`src/rtl/i2s_sink_if.sv`:
```
// Bundles the I2S pin trio with the valid/ready pair stream toward the capture FIFO.
interface i2s_sink_if #(
  parameter int SAMPLE_BITS = 24
);
  logic                       bck;
  logic                       lrck;
  logic                       sdata;
  logic [2*SAMPLE_BITS-1:0]   out_data;
  logic                       out_valid;
  logic                       out_ready;

  modport master (
    output bck, lrck, sdata, out_ready,
    input  out_data, out_valid
  );

  modport slave (
    input  bck, lrck, sdata, out_ready,
    output out_data, out_valid
  );
endinterface

```
`src/rtl/i2s_sink.sv`:
```
// I2S slave receiver: oversamples BCK/LRCK/SDATA in the clk domain and emits {left,right} pairs.
module i2s_sink #(
  parameter int SAMPLE_BITS = 24,
  parameter int DATA_DELAY  = 1
) (
  input  logic         clk,
  input  logic         rst,
  input  logic         enable,
  input  logic         clear_status,
  output logic         overflow,
  output logic         frame_error,
  i2s_sink_if.slave    bus
);
  localparam int KW = $clog2(DATA_DELAY + SAMPLE_BITS + 1);
  localparam logic [KW-1:0] K_FIRST = KW'(DATA_DELAY);
  localparam logic [KW-1:0] K_SB    = KW'(SAMPLE_BITS);
  localparam logic [KW-1:0] K_LAST  = KW'(DATA_DELAY + SAMPLE_BITS - 1);
  localparam logic [KW-1:0] K_MAX   = KW'(DATA_DELAY + SAMPLE_BITS);

  localparam logic [1:0] S_UNSYNC = 2'd0;
  localparam logic [1:0] S_LEFT   = 2'd1;
  localparam logic [1:0] S_RIGHT  = 2'd2;

  logic [2:0]               r_bckSync;
  logic [1:0]               r_lrckSync;
  logic [1:0]               r_sdataSync;
  logic                     r_prevLrck;
  logic [KW-1:0]            r_k;
  logic [1:0]               r_state;
  logic [SAMPLE_BITS-1:0]   r_left;
  logic [SAMPLE_BITS-1:0]   r_right;
  logic [2*SAMPLE_BITS-1:0] r_outData;
  logic                     r_outValid;
  logic                     r_overflow;
  logic                     r_frameError;

  logic                     w_rise;
  logic                     w_lrck;
  logic                     w_sdata;
  logic                     w_edge;
  logic [KW-1:0]            w_k;
  logic [KW-1:0]            w_offset;
  logic                     w_capture;
  logic                     w_short;
  logic                     w_feEvent;
  logic                     w_emit;
  logic                     w_ovfEvent;
  logic [2*SAMPLE_BITS-1:0] w_pair;

  assign w_rise  = r_bckSync[1] & ~r_bckSync[2];
  assign w_lrck  = r_lrckSync[1];
  assign w_sdata = r_sdataSync[1];
  assign w_edge  = w_lrck != r_prevLrck;
  assign w_k     = w_edge ? '0 : ((r_k == K_MAX) ? r_k : r_k + 1'b1);
  // Wrapping subtract folds the lower window bound into one compare.
  assign w_offset  = w_k - K_FIRST;
  assign w_capture = w_offset < K_SB;
  assign w_short   = r_k < K_LAST;

  assign w_feEvent  = w_rise && enable && w_edge && w_short && (r_state != S_UNSYNC);
  assign w_emit     = w_rise && enable && !w_edge && (r_state == S_RIGHT) && (w_k == K_LAST);
  assign w_ovfEvent = w_emit && r_outValid && !bus.out_ready;
  assign w_pair     = {r_left, r_right[SAMPLE_BITS-2:0], w_sdata};

  always_ff @(posedge clk or posedge rst) begin
    if (rst) begin
      r_bckSync   <= '0;
      r_lrckSync  <= '0;
      r_sdataSync <= '0;
    end else begin
      r_bckSync   <= {r_bckSync[1:0], bus.bck};
      r_lrckSync  <= {r_lrckSync[0], bus.lrck};
      r_sdataSync <= {r_sdataSync[0], bus.sdata};
    end
  end

  always_ff @(posedge clk or posedge rst) begin
    if (rst) begin
      r_prevLrck <= 1'b0;
      r_k        <= '0;
      r_left     <= '0;
      r_right    <= '0;
    end else if (w_rise) begin
      r_prevLrck <= w_lrck;
      r_k        <= w_k;
      if (w_capture) begin
        if (w_lrck) r_right <= {r_right[SAMPLE_BITS-2:0], w_sdata};
        else        r_left  <= {r_left[SAMPLE_BITS-2:0], w_sdata};
      end
    end
  end

  // A short left half drops back to UNSYNC so the following right half emits nothing.
  always_ff @(posedge clk or posedge rst) begin
    if (rst) begin
      r_state <= S_UNSYNC;
    end else if (!enable) begin
      r_state <= S_UNSYNC;
    end else if (w_rise && w_edge) begin
      case (r_state)
        S_UNSYNC: if (!w_lrck) r_state <= S_LEFT;
        S_LEFT:   r_state <= w_short ? S_UNSYNC : S_RIGHT;
        S_RIGHT:  r_state <= S_LEFT;
        default:  r_state <= S_UNSYNC;
      endcase
    end
  end

  always_ff @(posedge clk or posedge rst) begin
    if (rst) begin
      r_outData  <= '0;
      r_outValid <= 1'b0;
    end else if (w_emit && (!r_outValid || bus.out_ready)) begin
      r_outData  <= w_pair;
      r_outValid <= 1'b1;
    end else if (r_outValid && bus.out_ready) begin
      r_outValid <= 1'b0;
    end
  end

  // New events take priority over a coincident clear.
  always_ff @(posedge clk or posedge rst) begin
    if (rst) begin
      r_overflow   <= 1'b0;
      r_frameError <= 1'b0;
    end else begin
      if (w_ovfEvent)        r_overflow <= 1'b1;
      else if (clear_status) r_overflow <= 1'b0;
      if (w_feEvent)         r_frameError <= 1'b1;
      else if (clear_status) r_frameError <= 1'b0;
    end
  end

  assign bus.out_data  = r_outData;
  assign bus.out_valid = r_outValid;
  assign overflow      = r_overflow;
  assign frame_error   = r_frameError;
endmodule
```
`src/flat_wrapper.sv`:
```
// flat-port wrapper written by rule: the top's interface ports become plain ports
module i2s_sink_flat 
#(
  parameter int SAMPLE_BITS = 24,
  parameter int DATA_DELAY  = 1
)
  (clk, rst, enable, clear_status, overflow, frame_error, bus_bck, bus_lrck, bus_sdata, bus_out_ready, bus_out_data, bus_out_valid);
  i2s_sink_if #(.SAMPLE_BITS(SAMPLE_BITS)) bus_i ();
  input  logic clk;
  input  logic rst;
  input  logic enable;
  input  logic clear_status;
  output logic overflow;
  output logic frame_error;
  input wire logic [$bits(bus_i.bck)-1:0] bus_bck;
  input wire logic [$bits(bus_i.lrck)-1:0] bus_lrck;
  input wire logic [$bits(bus_i.sdata)-1:0] bus_sdata;
  input wire logic [$bits(bus_i.out_ready)-1:0] bus_out_ready;
  output wire logic [$bits(bus_i.out_data)-1:0] bus_out_data;
  output wire logic [$bits(bus_i.out_valid)-1:0] bus_out_valid;
  assign bus_i.bck = bus_bck;
  assign bus_i.lrck = bus_lrck;
  assign bus_i.sdata = bus_sdata;
  assign bus_i.out_ready = bus_out_ready;
  assign bus_out_data = bus_i.out_data;
  assign bus_out_valid = bus_i.out_valid;
  i2s_sink #(.SAMPLE_BITS(SAMPLE_BITS), .DATA_DELAY(DATA_DELAY)) u_core (.clk(clk), .rst(rst), .enable(enable), .clear_status(clear_status), .overflow(overflow), .frame_error(frame_error), .bus(bus_i));
endmodule
```
`config.mk`:
```
export PLATFORM = sky130hd
export DESIGN_NAME = i2s_sink_flat
export DESIGN_NICKNAME = d
export VERILOG_FILES = /design/src/rtl/i2s_sink_if.sv /design/src/rtl/i2s_sink.sv /design/src/flat_wrapper.sv
export SDC_FILE = /design/constraint.sdc
export NUM_CORES = 1
export LEC_CHECK = 0
export CAP_MARGIN = 40
export CORE_MARGIN = 5
export CORE_UTILIZATION = 66
export CTS_CLUSTER_DIAMETER = 60
export DETAILED_ROUTE_END_ITERATION = 10
export DONT_BUFFER_PORTS = 1
export HOLD_SLACK_MARGIN = 0.12
export PLACE_DENSITY = 0.89
export SYNTH_ARGS = -nofsm -noshare
export SYNTH_HDL_FRONTEND = slang
export SYNTH_SLANG_ARGS = --single-unit
```
`constraint.sdc`:
```
create_clock -name clk -period 6.5 [get_ports clk]
set_input_delay 0.65 -clock clk [delete_from_list [all_inputs] [get_ports clk]]
set_output_delay 0.65 -clock clk [all_outputs]
set_load 0.03 [all_outputs]
```
After elaboration in Yosys (flattened, before gate mapping)
Index checks and enable logic that the tools add are counted.
- bits in registers: 113
- input bits: 8
- output and inout port bits: 51
- word-level logic and storage cells: 62
- add/sub/neg operators: 2
- $lt $le $gt $ge: 2
- equal/unequal tests: 7
- mux-type cells: 12
- bitwise operators: 3
- reductions and logical operators: 24
- operator list (cell ; count):
    1-bit logical AND ; 12
    5-bit equality test (second input constant) ; 2
    5-bit < comparator (second input constant) ; 2
    5-bit 2-to-1 mux ; 2
    2-bit 2-to-1 mux ; 4
    2-bit nonzero test ; 4
    2-bit one-hot mux with 3 select lines ; 1
    3-bit AND reduction ; 2
    5-bit by 1-bit adder with 5-bit output (second input constant) ; 1
    1-bit 2-to-1 mux ; 5
    5-bit by 1-bit subtractor with 5-bit output (second input constant) ; 1
    1-bit zero test ; 3
    3-bit inequality test (second input constant) ; 1
    2-bit by 1-bit equality test with 1-bit output (second input constant) ; 1
    2-bit equality test (second input constant) ; 1
    2-bit zero test ; 1
    2-bit by 1-bit inequality test with 1-bit output (second input constant) ; 1
    1-bit NOT ; 2
    2-bit AND reduction ; 1
    1-bit AND ; 1
    1-bit logical OR ; 1
    1-bit inequality test ; 1

Depth between registers and ports, before layout
- word-level depth: 9
- depth in mapped cells: 9
- mapped depth without buffers: 7

Worst setup path before layout
No wires, ideal clock.
- path type: register to register
- from: register u_core.r_k[0]
- to: register u_core.r_left[1]
- library setup time: 0.125 ns
- data arrival time: 2.307 ns
- required time: 6.375 ns
- slack: 4.068 ns
- stages on the path, launching flop included: 8
- buffers on the path: 1
- clock period less this slack: 2.432 ns
- cell sequence: dfrtp_1 ha_1 xnor2_1 and4_4 or3_4 a211oi_4 buf_6 mux2_2
- cells in the longest elaborated chain, start to end: 6
- elaborated cells between the ends (all ways): 7
- those cells by class: 2 x add/sub; 1 x order compare; 1 x eq/ne; 2 x mux; 1 x reduce/logical
- RTL lines (what ; line ; source):
    start, declared ; i2s_sink.sv:28 ; logic [KW-1:0] r_k;
    start signal, assigned ; i2s_sink.sv:85 ; r_k <= w_k;
    5-bit by 1-bit adder with 5-bit output / 5-bit equality test (equally long branches) ; i2s_sink.sv:54 ; assign w_k = w_edge ? '0 : ((r_k == K_MAX) ? r_k : r_k + 1'b1);
    5-bit 2-to-1 mux * (2 in series) ; i2s_sink.sv:54 ;
    5-bit by 1-bit subtractor with 5-bit output * ; i2s_sink.sv:56 ; assign w_offset = w_k - K_FIRST;
    5-bit < comparator * ; i2s_sink.sv:57 ; assign w_capture = w_offset < K_SB;
    3-bit AND reduction (no line) * ; - ;
    end signal, assigned ; i2s_sink.sv:88 ; else r_left <= {r_left[SAMPLE_BITS-2:0], w_sdata};
    end, declared ; i2s_sink.sv:30 ; logic [SAMPLE_BITS-1:0] r_left;
Mark *: on every way between the ends. The rest lies on a longest branch, timed or not.
A chain may end at the register's enable or synchronous reset.

Worst setup path in the final report
- from: register u_core.r_k[0]
- to: register u_core.r_right[21]
- cells in the longest elaborated chain, start to end: 6
- elaborated cells between the ends (all ways): 7
- those cells by class: 2 x add/sub; 1 x order compare; 1 x eq/ne; 2 x mux; 1 x reduce/logical
- RTL lines (what ; line ; source):
    5-bit by 1-bit adder with 5-bit output / 5-bit equality test (equally long branches) ; i2s_sink.sv:54 ;
    5-bit 2-to-1 mux * (2 in series) ; i2s_sink.sv:54 ;
    5-bit by 1-bit subtractor with 5-bit output * ; i2s_sink.sv:56 ;
    5-bit < comparator * ; i2s_sink.sv:57 ;
    3-bit AND reduction (no line) * ; - ;
    end signal, assigned ; i2s_sink.sv:87 ; if (w_lrck) r_right <= {r_right[SAMPLE_BITS-2:0], w_sdata};
    end, declared ; i2s_sink.sv:31 ; logic [SAMPLE_BITS-1:0] r_right;
Marks and branches as above.

==> key figures <==
Global routing
  – Number of global-route vias before repair: 2572
  – Initial antenna violation count: 0
  – Tot GR Track Use: 20.3%
  – Total gr overflow: 0
  – Largest net degree at the start of global routing: 66
  – First-pass GRT wire length: around 13000 um

Worst setup path
  – Reg-to-Reg Start: u_core.r_k[0]
  – Startpoint types: flip-flop
  – R2r endpoint: u_core.r_right[21]
  – Required @ worst endpoint: just under 7000 ps
  – Worst Path Max Fanout: 23
  – Reg2reg setup slack: ~3800 ps
  – WS Path Type: flip-flop to flip-flop
  – Crit end category: flip-flop
  – Crit path DAT: 3090 ps
  – Reg2Reg Depth: 7
  – Setup crit end: u_core.r_right[21]
  – Crit. Startpoint: u_core.r_k[0]

CTS
  – Clock Path Buffers: 2
  – CTS Root Cell: clkbuf_8
  – CTS tree: done
  – Worst-path clk slew: 50 ps
  – CTS Buf Count: 17
  – CTS sink cnt: ~110
  – Cts repair resizes: 0
  – Clock latency at the later pin of the worst-skew pair: 510 ps
  – Htree depth: 4

Yosys
  – Mapped Nets: between 200 and 300
  – Synth top cells by count: dfrtp_1, mux2_2, mux2_4
  – Netlist Area Pre-Place: around 4500 um2
  – Ys async rst share: 100%
  – Syn Inst Count: roughly 290
  – Mean Syn Cell Area: 15.7 um2
  – Area leader, netlist: dfrtp_1
  – Yosys top cell area share: between 60% and 70%
  – Main synth FF type: dfrtp_1
  – Most frequent cell after synthesis: dfrtp_1
  – Synth cell types: 35
  – Synth top area cells: dfrtp_1, mux2_2, mux2_4, buf_6, o21ai_0
  – Yosys warns: 0
  – Seq cells post-synth: ~110
  – Sequential area share after synthesis: between 60% and 70%
  – Post-synth EDFFs: 0

STA
  – Slew headroom: between 40% and 50%
  – Final period utilization: 41.7%
  – RSZ-0062 raised after global routing: no
  – Worst-margin pin slew: approximately 770 ps
  – Final Hold Violating Endpoints: 0
  – Final Max Tran Viols: 0
  – Post-route worst setup slack: approximately 3800 ps
  – Final min period: about 2700 ps
  – Setup violators final: 0
  – Clk_skew: 6.57 ps
  – Achievable Freq: 369 MHz
  – Setup tns final: 0 ps

Placed design
  – GP Congestion: a little under 0.9
  – Dpl ws: slightly below 4000 ps
  – Placed cells: 359
  – Buffers added on ports: 0
  – Placement Cell Area: approximately 4600 um2
  – Post-DP HPWL: roughly 4600 um

Route
  – ANT nets after route: 0
  – Pre-antenna DRT Iters: 4
  – Routed vias: 2354
  – Residual DRC count: 0
  – Post-DR vias/cell: 6.01
  – Initial DRC Count: roughly 130
  – Drt wl/cell: ~20 um
  – Detailed Route WL: 7880 um

Finish
  – Antenna cell count: 0
  – Share of layout cells above drive strength 1: between 40% and 50%
  – Final Net Count: around 310
  – Final std cells w/o fill: ~390
  – Layout area overhead: 14.9%
  – Final Instance Area: about 5200 um2
  – # fillers: ~370

Floorplanning
  – Full die area: between 8000 and 9000 um2
  – Die width: 92.8 um
  – Die Height: roughly 93 um
  – Core area: ~6700 um2
  – Initial Util: 67.4%
  – Rows: 30
  – Top Ports: 59

Power
  – VDD IR max: a little under 0.0003 V
  – Pwr Density: between 300 and 400 nW/um2
  – Leak Pwr: between 2 and 3 nW
  – Power, Total: 0.00186 W

Job
  – Max Cap Violations: 0

Run status
  – Outcome: complete, no violations

Worst hold path
  – Worst min path class: input pin to flip-flop
==> flip-flops by register name (all words and copies together), names as in the netlist <==
name	flops
u_core.bus.out_data	48
u_core.r_left	24
u_core.r_right	23
u_core.r_k	5
u_core.r_bckSync	3
u_core.r_lrckSync	2
u_core.r_sdataSync	2
u_core.r_state	2
u_core.bus.out_valid	1
u_core.frame_error	1
u_core.overflow	1
u_core.r_prevLrck	1
==> worst min-delay path by stage <==
stage | slack [ps] | startpoint | cells past startpoint | endpoint
after global routing | 150 | bus_bck | 0 | u_core.r_bckSync[0]
after CTS | 150 | bus_bck | 0 | u_core.r_bckSync[0]
after global placement | 330 | u_core.r_sdataSync[0] | 0 | u_core.r_sdataSync[1]
after floorplan | 330 | u_core.r_bckSync[0] | 0 | u_core.r_bckSync[1]
after detailed placement | 340 | u_core.r_lrckSync[0] | 0 | u_core.r_lrckSync[1]
final | 170 | bus_bck | 0 | u_core.r_bckSync[0]
==> logic make-up after synthesis <==
family	Yosys count	synth area share (%)
AOI/OAI and AO/OA	21	4.20
xor gates and xnor gates	4	1.19
adders and majority gates	2	0.552
buffers and inverters	19	2.76
DFF	113	62.4
muxes	96	24.8
and+or+nand+nor	33	4.12
==> report_power, final <==
group	switching, W	total [W]	leakage, nW	internal, W
sequential	0.0000408	0.000781	1.55	0.000741
clock	0.000316	0.000976	0.309	0.000660
combinational	0.0000477	0.000104	0.718	0.0000562
total	0.000404	0.00186	2.58	0.00146
==> worst max-delay path, cell delays in order, from the launching register on <==
cell      delay (ps)
dfrtp_1          520
ha_1             310
nand3_1          170
xor2_1           370
o41ai_2          180
a311oi_4         290
buf_4            360
mux2_2           380
==> cell usage in the layout (no fill, tap or decap), types with 2 or more instances in the layout <==
cell       count
a21o_1         2
a21oi_1        2
buf_4          5
bufinv_16      5
clkbuf_16     16
clkinv_2       4
clkinv_4       3
dfrtp_1      113
ha_1           2
inv_1          4
mux2_2        84
mux2_4        11
nand2_1       10
nand2b_1       4
nand3_1        3
nand4_1        2
nand4b_1       2
nor2_1         2
nor2b_1        3
nor3_1         4
o21ai_0        8
o22ai_1        2
xor2_1         2
==> routing by layer <==
layer	vias up	GRT usage (%)	share of wire, %
met5	-	0	0
met4	0	9.89	1.9
met3	12	7.23	6.3
met2	62	31.9	49
met1	1234	25.0	42
li1	1046	-	-
==> metrics by stage <==
| stage | utilization, % | hold WS (ps) |
|---|---|---|
| finish | 77.4 | 172 |
| floorplan | - | 331 |
| detailed placement | 67.9 | 336 |
| global placement | 67.9 | 333 |
| CTS | 77.4 | 153 |
| global route | 77.4 | 149 |
==> what timing repair did <==
action	4_1_cts	5_1_grt
hold buffers	1	0
setup buffers	0	0
hold endpoints to repair	48	0
setup endpoints to repair	0	0
==> cell type report <==
cell class	instances	area, um2	area share [%]
timing repair buffer	6	47.5	0.914
sequential	113	2830	54.3
inverter	5	21.3	0.409
clock inverter	14	213	4.09
clock buffer	18	418	8.03
tap	80	100	1.92
multi-input combinational	156	1580	30.3
Power figures use the tool's default switching activity.
